===== src/rtl/pc_sequencer.sv =====
// Next-PC controller for the fetch stage.
// Produces the registered fetch address, the squash (nop) strobe for the PC
// pipeline and the fetch-valid qualifier. It arbitrates redirects, halts and
// load-use stalls, and owns the post-redirect flush bubble count.
// Optional build macro: PC_MISALIGN_TRAP_EN -- a misaligned redirect target
// loads TRAP_PC and sets a sticky misalign_err flag instead of masking the
// low address bits.
module pc_sequencer #(
  parameter logic [31:0] RESET_PC     = 32'h0000_0000,
  parameter int unsigned FLUSH_CYCLES = 2,
  parameter logic [31:0] TRAP_PC      = 32'h0000_0010
) (
  input  logic        clk,
  input  logic        rst_n,
  input  logic        en,
  input  logic        stall_req,
  input  logic        redirect,
  input  logic [31:0] redirect_pc,
  input  logic        halt_req,
  input  logic        resume,
  output logic [31:0] pc,
  output logic        nop,
  output logic        fetch_valid,
  output logic        halted,
  output logic        misalign_err
);

  typedef enum logic [1:0] {StRun, StFlush, StHalt} state_e;

  // Counter preload; with a single flush cycle the redirect edge itself is the
  // whole bubble, so the sequencer never leaves RUN.
  localparam logic [2:0] FlushLoad = 3'(FLUSH_CYCLES - 1);
  localparam state_e RedirState = (FLUSH_CYCLES == 1) ? StRun : StFlush;

  state_e      state_q, state_d;
  logic [31:0] pc_q, pc_d;
  logic        nop_q, nop_d;
  logic        fetch_valid_q, fetch_valid_d;
  logic [2:0]  flush_cnt_q, flush_cnt_d;
  logic        misalign_q, misalign_d;

  logic [31:0] redir_target;
  logic        redir_take;
  logic [31:0] pc_seq;

  assign pc_seq = pc_q + 32'd4;
  // Redirects are honoured in RUN and FLUSH, never in HALT or when frozen.
  assign redir_take = en & redirect & (state_q != StHalt);

`ifdef PC_MISALIGN_TRAP_EN
  logic redir_misaligned;
  assign redir_misaligned = |redirect_pc[1:0];

  // Misaligned targets divert to the trap vector.
  always_comb begin
    redir_target = redir_misaligned ? TRAP_PC : redirect_pc;
  end

  // Sticky error flag, cleared only by reset.
  always_comb begin
    misalign_d = misalign_q | (redir_take & redir_misaligned);
  end
`else
  logic unused_redir_low;
  assign unused_redir_low = ^{redirect_pc[1:0], TRAP_PC};

  // Without the trap, the low two bits are simply dropped.
  always_comb begin
    redir_target = {redirect_pc[31:2], 2'b00};
  end

  // Flag is permanently clear in this build.
  always_comb begin
    misalign_d = 1'b0;
  end
`endif

  // Next-state and next-output selection; everything holds when en is low.
  always_comb begin
    state_d       = state_q;
    pc_d          = pc_q;
    nop_d         = nop_q;
    fetch_valid_d = fetch_valid_q;
    flush_cnt_d   = flush_cnt_q;

    if (en) begin
      unique case (state_q)
        StRun: begin
          if (redirect) begin
            pc_d          = redir_target;
            nop_d         = 1'b1;
            fetch_valid_d = 1'b1;
            flush_cnt_d   = FlushLoad;
            state_d       = RedirState;
          end else if (halt_req) begin
            nop_d         = 1'b1;
            fetch_valid_d = 1'b0;
            state_d       = StHalt;
          end else if (stall_req) begin
            nop_d         = 1'b0;
            fetch_valid_d = 1'b1;
          end else begin
            pc_d          = pc_seq;
            nop_d         = 1'b0;
            fetch_valid_d = 1'b1;
          end
        end
        StFlush: begin
          if (redirect) begin
            pc_d          = redir_target;
            nop_d         = 1'b1;
            fetch_valid_d = 1'b1;
            flush_cnt_d   = FlushLoad;
            state_d       = RedirState;
          end else begin
            pc_d          = pc_seq;
            fetch_valid_d = 1'b1;
            if (flush_cnt_q == 3'd0) begin
              nop_d   = 1'b0;
              state_d = StRun;
            end else begin
              nop_d       = 1'b1;
              flush_cnt_d = flush_cnt_q - 3'd1;
            end
          end
        end
        StHalt: begin
          if (resume) begin
            pc_d          = pc_seq;
            nop_d         = 1'b0;
            fetch_valid_d = 1'b1;
            state_d       = StRun;
          end else begin
            nop_d         = 1'b1;
            fetch_valid_d = 1'b0;
          end
        end
        default: begin
          state_d = StRun;
        end
      endcase
    end
  end

  // State and output registers with synchronous active-low reset.
  always_ff @(posedge clk) begin
    if (!rst_n) begin
      state_q       <= StRun;
      pc_q          <= RESET_PC;
      nop_q         <= 1'b0;
      fetch_valid_q <= 1'b0;
      flush_cnt_q   <= 3'd0;
      misalign_q    <= 1'b0;
    end else begin
      state_q       <= state_d;
      pc_q          <= pc_d;
      nop_q         <= nop_d;
      fetch_valid_q <= fetch_valid_d;
      flush_cnt_q   <= flush_cnt_d;
      misalign_q    <= en ? misalign_d : misalign_q;
    end
  end

  assign pc           = pc_q;
  assign nop          = nop_q;
  assign fetch_valid  = fetch_valid_q;
  assign halted       = (state_q == StHalt);
  assign misalign_err = misalign_q;

endmodule


===== config.mk =====
export PLATFORM = sky130hd
export DESIGN_NAME = pc_sequencer
export DESIGN_NICKNAME = d
export VERILOG_FILES = /design/src/rtl/pc_sequencer.sv
export SDC_FILE = /design/constraint.sdc
export NUM_CORES = 1
export LEC_CHECK = 0
export BUFFER_PORTS_ARGS = -buffer_cell sky130_fd_sc_hd__buf_4
export CAP_MARGIN = 30
export CORE_ASPECT_RATIO = 1.5
export CORE_MARGIN = 2
export CORE_UTILIZATION = 23
export CTS_BUF_LIST = sky130_fd_sc_hd__clkbuf_8
export CTS_CLUSTER_SIZE = 20
export DETAILED_ROUTE_END_ITERATION = 7
export GPL_TIMING_DRIVEN = 0
export PLACE_DENSITY = 0.48
export SYNTH_ARGS = -nofsm -noshare
export SYNTH_HDL_FRONTEND = slang
export SYNTH_SLANG_ARGS = --single-unit

===== constraint.sdc =====
create_clock -name clk -period 1.7 [get_ports clk]
set_input_delay 0.34 -clock clk [delete_from_list [all_inputs] [get_ports clk]]
set_output_delay 0.34 -clock clk [all_outputs]
set_load 0.01 [all_outputs]

== Yosys cells after proc, flatten, opt, wreduce, memory -nomap -nowiden ==
Cells that the tools add are included.

* Flip-flop bits (word level): 39
* Bits of input ports: 39
* Output and inout bits: 36
* Word-level logic and storage cells: 50

* Add/subtract/negate cells: 2
* Equal/unequal tests: 9
* Multiplexer cells: 26
* Reductions and logical operators: 8

{| class="wikitable"
|+ Operators with widths
! operator !! number
|-
| 2-to-1 mux 32 bit || 5
|-
| one-hot mux 32 bit (3 select lines) || 1
|-
| adder 32 x 3 -> 32 bit, second input constant || 1
|-
| != test 3 bit, second input constant || 5
|-
| 2-to-1 mux 2 bit || 5
|-
| 2-to-1 mux 3 bit || 3
|-
| 2-to-1 mux 1 bit || 8
|-
| AND reduction 4 bit || 2
|-
| one-hot mux 1 bit (3 select lines) || 2
|-
| one-hot mux 2 bit (3 select lines) || 1
|-
| one-hot mux 3 bit (2 select lines) || 1
|-
| AND reduction 5 bit || 1
|-
| != test 2 bit, second input constant || 2
|-
| zero test 3 bit || 1
|-
| nonzero test 3 bit || 1
|-
| subtractor 3 x 1 -> 3 bit, second input constant || 1
|-
| == test 2 x 1 -> 1 bit, second input constant || 1
|-
| == test 2 bit, second input constant || 1
|-
| zero test 2 bit || 1
|-
| AND reduction 2 bit || 1
|-
| nonzero test 2 bit || 1
|}

== Longest topological paths before layout ==
* Depth after elaboration: 5
* Gate-level depth with buffers: 10
* Depth with buffers taken out: 8

== Worst setup path before layout ==
No wires, ideal clock.

* Path kind: reg2reg
* From: register pc_q[2] (netlist: pc[2])
* To: register pc_q[26] (netlist: pc[26])
* Data arrival time: 1.844 ns
* Required time: 1.626 ns
* Slack: -0.218 ns
* Stages on the path, launching flop included: 7
* Buffers on the path: 0
* Path through: dfxtp_1 > ha_1 > nand4_2 > nor3_2 > nand3_1 > or4_1 > a31oi_1

* Longest elaborated chain between the ends: 5
* Elaborated cells on any way between the ends: 7

{| class="wikitable"
|+ RTL lines
! element !! RTL line !! RTL
|-
| from (decl) || 36 || <nowiki>logic [31:0] pc_q, pc_d;</nowiki>
|-
| from (signal assigned) || 156 || <nowiki>pc_q <= pc_d;</nowiki>
|-
| adder 32 x 3 -> 32 bit (*) || 46 || <nowiki>assign pc_seq = pc_q + 32'd4;</nowiki>
|-
| 2-to-1 mux 32 bit || 99 || <nowiki>end else if (stall_req) begin</nowiki>
|-
| 2-to-1 mux 32 bit || 95 || <nowiki>end else if (halt_req) begin</nowiki>
|-
| 2-to-1 mux 32 bit || 89 || <nowiki>if (redirect) begin</nowiki>
|-
| one-hot mux 32 bit (3 select lines) (*) || 87 || <nowiki>unique case (state_q)</nowiki>
|}

Every way passes the cells marked *; elsewhere a longest branch is shown, timed or not. The select of a mux whose other input is x is not followed.
A chain may end at the register's enable or synchronous reset.

== Worst setup path after layout ==
* From: register state_q[0]
* To: register pc_q[26] (netlist: pc[26])

* Longest elaborated chain between the ends: 3
* Elaborated cells on any way between the ends: 9

{| class="wikitable"
|+ RTL lines
! element !! RTL line !! RTL
|-
| from (decl) || 35 || <nowiki>state_e state_q, state_d;</nowiki>
|-
| from (signal assigned) || 148 || <nowiki>state_q <= StRun;</nowiki>
|-
| from (signal assigned) || 155 || <nowiki>state_q <= state_d;</nowiki>
|-
| == test 2 bit (tied with other cells) || 87 ||
|-
| != test 2 bit (no line) (tied with other cells) || -- ||
|-
| AND reduction 5 bit (no line) || -- ||
|}

Several ways; a longest one is shown, not always the timed one.

==> results.py <==
metrics = {
    "critical_path": {
        "start_kind": "register",
        "cp.buffers_inverters": 4,
        "crit_start": "state_q[0]",
        "critPathMaxFanout": 8,
        "worstPathRequired_ns": 1.86,
        "max_stage_delay_ns": 0.39,
        "ff2ff_setup_slack_ns": -0.15,
        "crit_path_frequent_cell": "buf_6",
        "path_cells": "inv_4 > ha_4 > buf_6 > a221o_1 > buf_6 > clkbuf_16 > a21oi_2 > a31oi_1",
        "path_class": "reg -> reg",
        "r2r_cells": 8,
        "cp.arrival_ns": 2.01,
        "worstReg2RegStart": "state_q[0]",
        "critPathSlowestCell": "a221o_1",
        "endpoint_kind": "register",
        "worstReg2RegEnd": "pc[26]",
        "crit_family": "compound AO/OA/AOI/OAI gates",
    },
    "synth": {
        "yosysSeqAreaShare_pct": 30.2,
        "synth.avg_cell_area_um2": 7.54,
        "ys_ff_latch": 37,
        "synthArstFlopShare_pct": 0,
        "ys.flop_type": "dfxtp_1",
        "synth_area_um2": 2450,
        "synth_cell_types": 63,
        "synth_cells": 325,
        "synth_edf_count": 0,
        "yosys_warnings": 0,
    },
    "routing": {
        "drt_first_pass_iters": 4,
        "wl_per_cell_um": 18.2,
        "ant_nets": 0,
        "drtIter0Drc": 189,
        "drc_errors": 0,
        "routed_wl_um": 11000,
        "via_per_inst": 5.12,
        "vias": 3090,
    },
    "place": {
        "dp_cells": 539,
        "placement.io_buffers": 68,
        "place_congestion": 0.786,
        "hpwlAfterDp_um": 7250,
    },
    "sta": {
        "post-route-min-period_ns": 1.85,
        "whs_ns": 0.292,
        "setup_violations": 29,
        "fin_ws_ns": -0.148,
        "clock.fmax_ghz": 0.541,
        "min_period_over_period_pct": 109,
        "drv_slew": 0,
        "skew_ns": 0.0136,
        "slew_headroom_pct": 55.9,
        "worstMarginPinSlew_ns": 0.662,
        "hold_viol_final": 0,
        "grt_setup_unrepaired": "yes",
    },
    "global_route": {
        "overflow": 0,
        "grt_max_degree": 12,
        "antenna_found_initial": 0,
        "grt_usage_pct": 18.6,
        "first_global_vias": 3002,
        "grt_pass1_wl_um": 16300,
    },
    "cells_and_area": {
        "final_core_util_pct": 40.9,
        "fillCellCount": 1113,
        "diodes": 0,
        "drive_gt1_share_pct": 51.9,
        "syn2layout_area_growth_pct": 75.1,
        "layout.nets": 504,
        "final_common_cell": "buf_4",
        "finalNonFillerCells": 603,
        "final_cell_mix": "119 x buf_4, 29 x nand2_1, 23 x nor2_1, 18 x a21oi_1",
    },
    "status": {
        "violations": "negative setup slack",
        "status": "finished, violations left",
    },
    "pwr": {
        "p_comb_share_pct": 32.1,
        "p_seq_share_pct": 40.3,
        "p_leak_nw": 1.78,
        "p_sw_share_pct": 34.3,
        "total_power_w": 0.00247,
        "p_sw_w": 0.000848,
        "ir_drop_uv": 352,
        "power_density_nw_per_um2": 577,
        "power.clock.fraction_pct": 27.5,
        "power.internal_w": 0.00163,
    },
    "hold_path": {
        "min_to": "pc[3]",
        "worstHoldStart": "redirect_pc[3]",
        "min_path_cells": 3,
        "hold_path_class": "in -> reg",
    },
    "floorplanning": {
        "ioPinCount": 75,
        "die_x_um": 88.3,
        "row_count": 46,
        "start_util_pct": 23.4,
        "dieArea_um2": 11500,
        "fp.coreArea_um2": 10500,
        "dieHeight_um": 130,
    },
    "clock_network": {
        "cts-hold-fix-buffers": 0,
        "path_clk_slew_ns": 0.08,
        "cts_buffer_depth": 2,
        "h-tree-depth": 2,
        "numCtsBuffers": 5,
        "root_buffer": "clkbuf_8",
        "cts_tree": "built",
        "clk_latency_ns": 0.31,
        "cts_sinks": 37,
    },
    "flow_run": {
        "cap_violations": 0,
    },
}
## sequential cells by signal, summed over array words and instances (netlist names)
register,flops
pc,30
flush_cnt_q,3
state_q,2
fetch_valid,1
nop,1
## cell families (layout without fill, tap and decap cells)
kind of cell,after synthesis,in the layout,synth area share [%]
AOI/OAI and AO/OA,100,100,26.6
adders and majority gates,7,7,3.57
buffers and inverters,36,168,6.44
DFF,37,37,30.2
muxes,4,4,1.63
other,1,3,0.153
and+or+nand+nor,140,140,31.4
## power by group through the flow
stage	registers [W]	clock network (W)	logic, W
after floorplan	0.00103	0	0.000305
after global placement	0.00102	0	0.000579
after detailed placement	0.00102	0	0.000582
after CTS	0.000997	0.000692	0.000739
after global routing	0.00101	0.000725	0.000850
final	0.000997	0.000681	0.000795
## stage by stage
| step | TNS [ns] | instance area (µm²) | setup slack [ns] |
|---|---|---|---|
| after floorplan | -0.0737 | 2570 | -0.0227 |
| after global placement | -10.73 | 3270 | -0.397 |
| after detailed placement | -11.47 | 3270 | -0.442 |
| after CTS | -1.39 | 3940 | -0.107 |
| after global routing | -4.56 | 4290 | -0.215 |
| final | -2.29 | 4290 | -0.148 |
## metal layers
metal,GRT usage (%),routed length (µm),vias to the layer above,share of wire [%]
met5,0,0,-,0
met3,3.83,640,13,5.8
met2,35.5,5970,99,55
li1,-,-,1477,-
met4,5.35,204,0,1.9
met1,20.4,4140,1501,38
## what timing repair did
action                     4_1_cts  5_1_grt
setup endpoints to repair       31       34
pin swaps                       33       30
setup buffers                   29       25
gates resized for setup         98       49
gates cloned                     4        0
## cells in the mapped netlist (all sizes together) (5+ instances only)
master | instances | area share (%)
a22oi | 5 | 1.5
nor2 | 26 | 4.1
buf | 14 | 3.1
and2 | 7 | 1.8
clkbuf | 11 | 1.7
nand3 | 19 | 3.9
and3 | 9 | 2.3
dfxtp | 37 | 30
inv | 11 | 1.7
nand2 | 35 | 5.4
nand4 | 8 | 3.2
ha | 7 | 3.6
nor4 | 6 | 2.4
nor3 | 9 | 2.0
o21ai | 23 | 4.7
a31oi | 10 | 2.6
a21oi | 25 | 5.1
## tightest hold or removal path: stages
cell and delay (ns):
buf_4 0.11, nand2_1 0.05, a311oi_1 0.07
## final cells by class
class | instances | area, µm² | area share, %
clock buffers | 6 | 82.6 | 1.93
inverters | 11 | 46.3 | 1.08
multi-input cells | 254 | 1930 | 45.1
flip-flops and latches | 37 | 811 | 18.9
plain buffers | 24 | 218 | 5.08
repair buffers | 125 | 1010 | 23.6
well taps | 144 | 180 | 4.20
clock inverters | 2 | 7.51 | 0.175
## worst max path at each step
stage	to	cells past startpoint
finish	pc[26]	8
floorplan	pc[31]	7
detailed placement	pc[13]	8
CTS	pc[13]	9
global placement	pc[21]	8
global route	pc[31]	8
(Power assumes the default switching activity.)
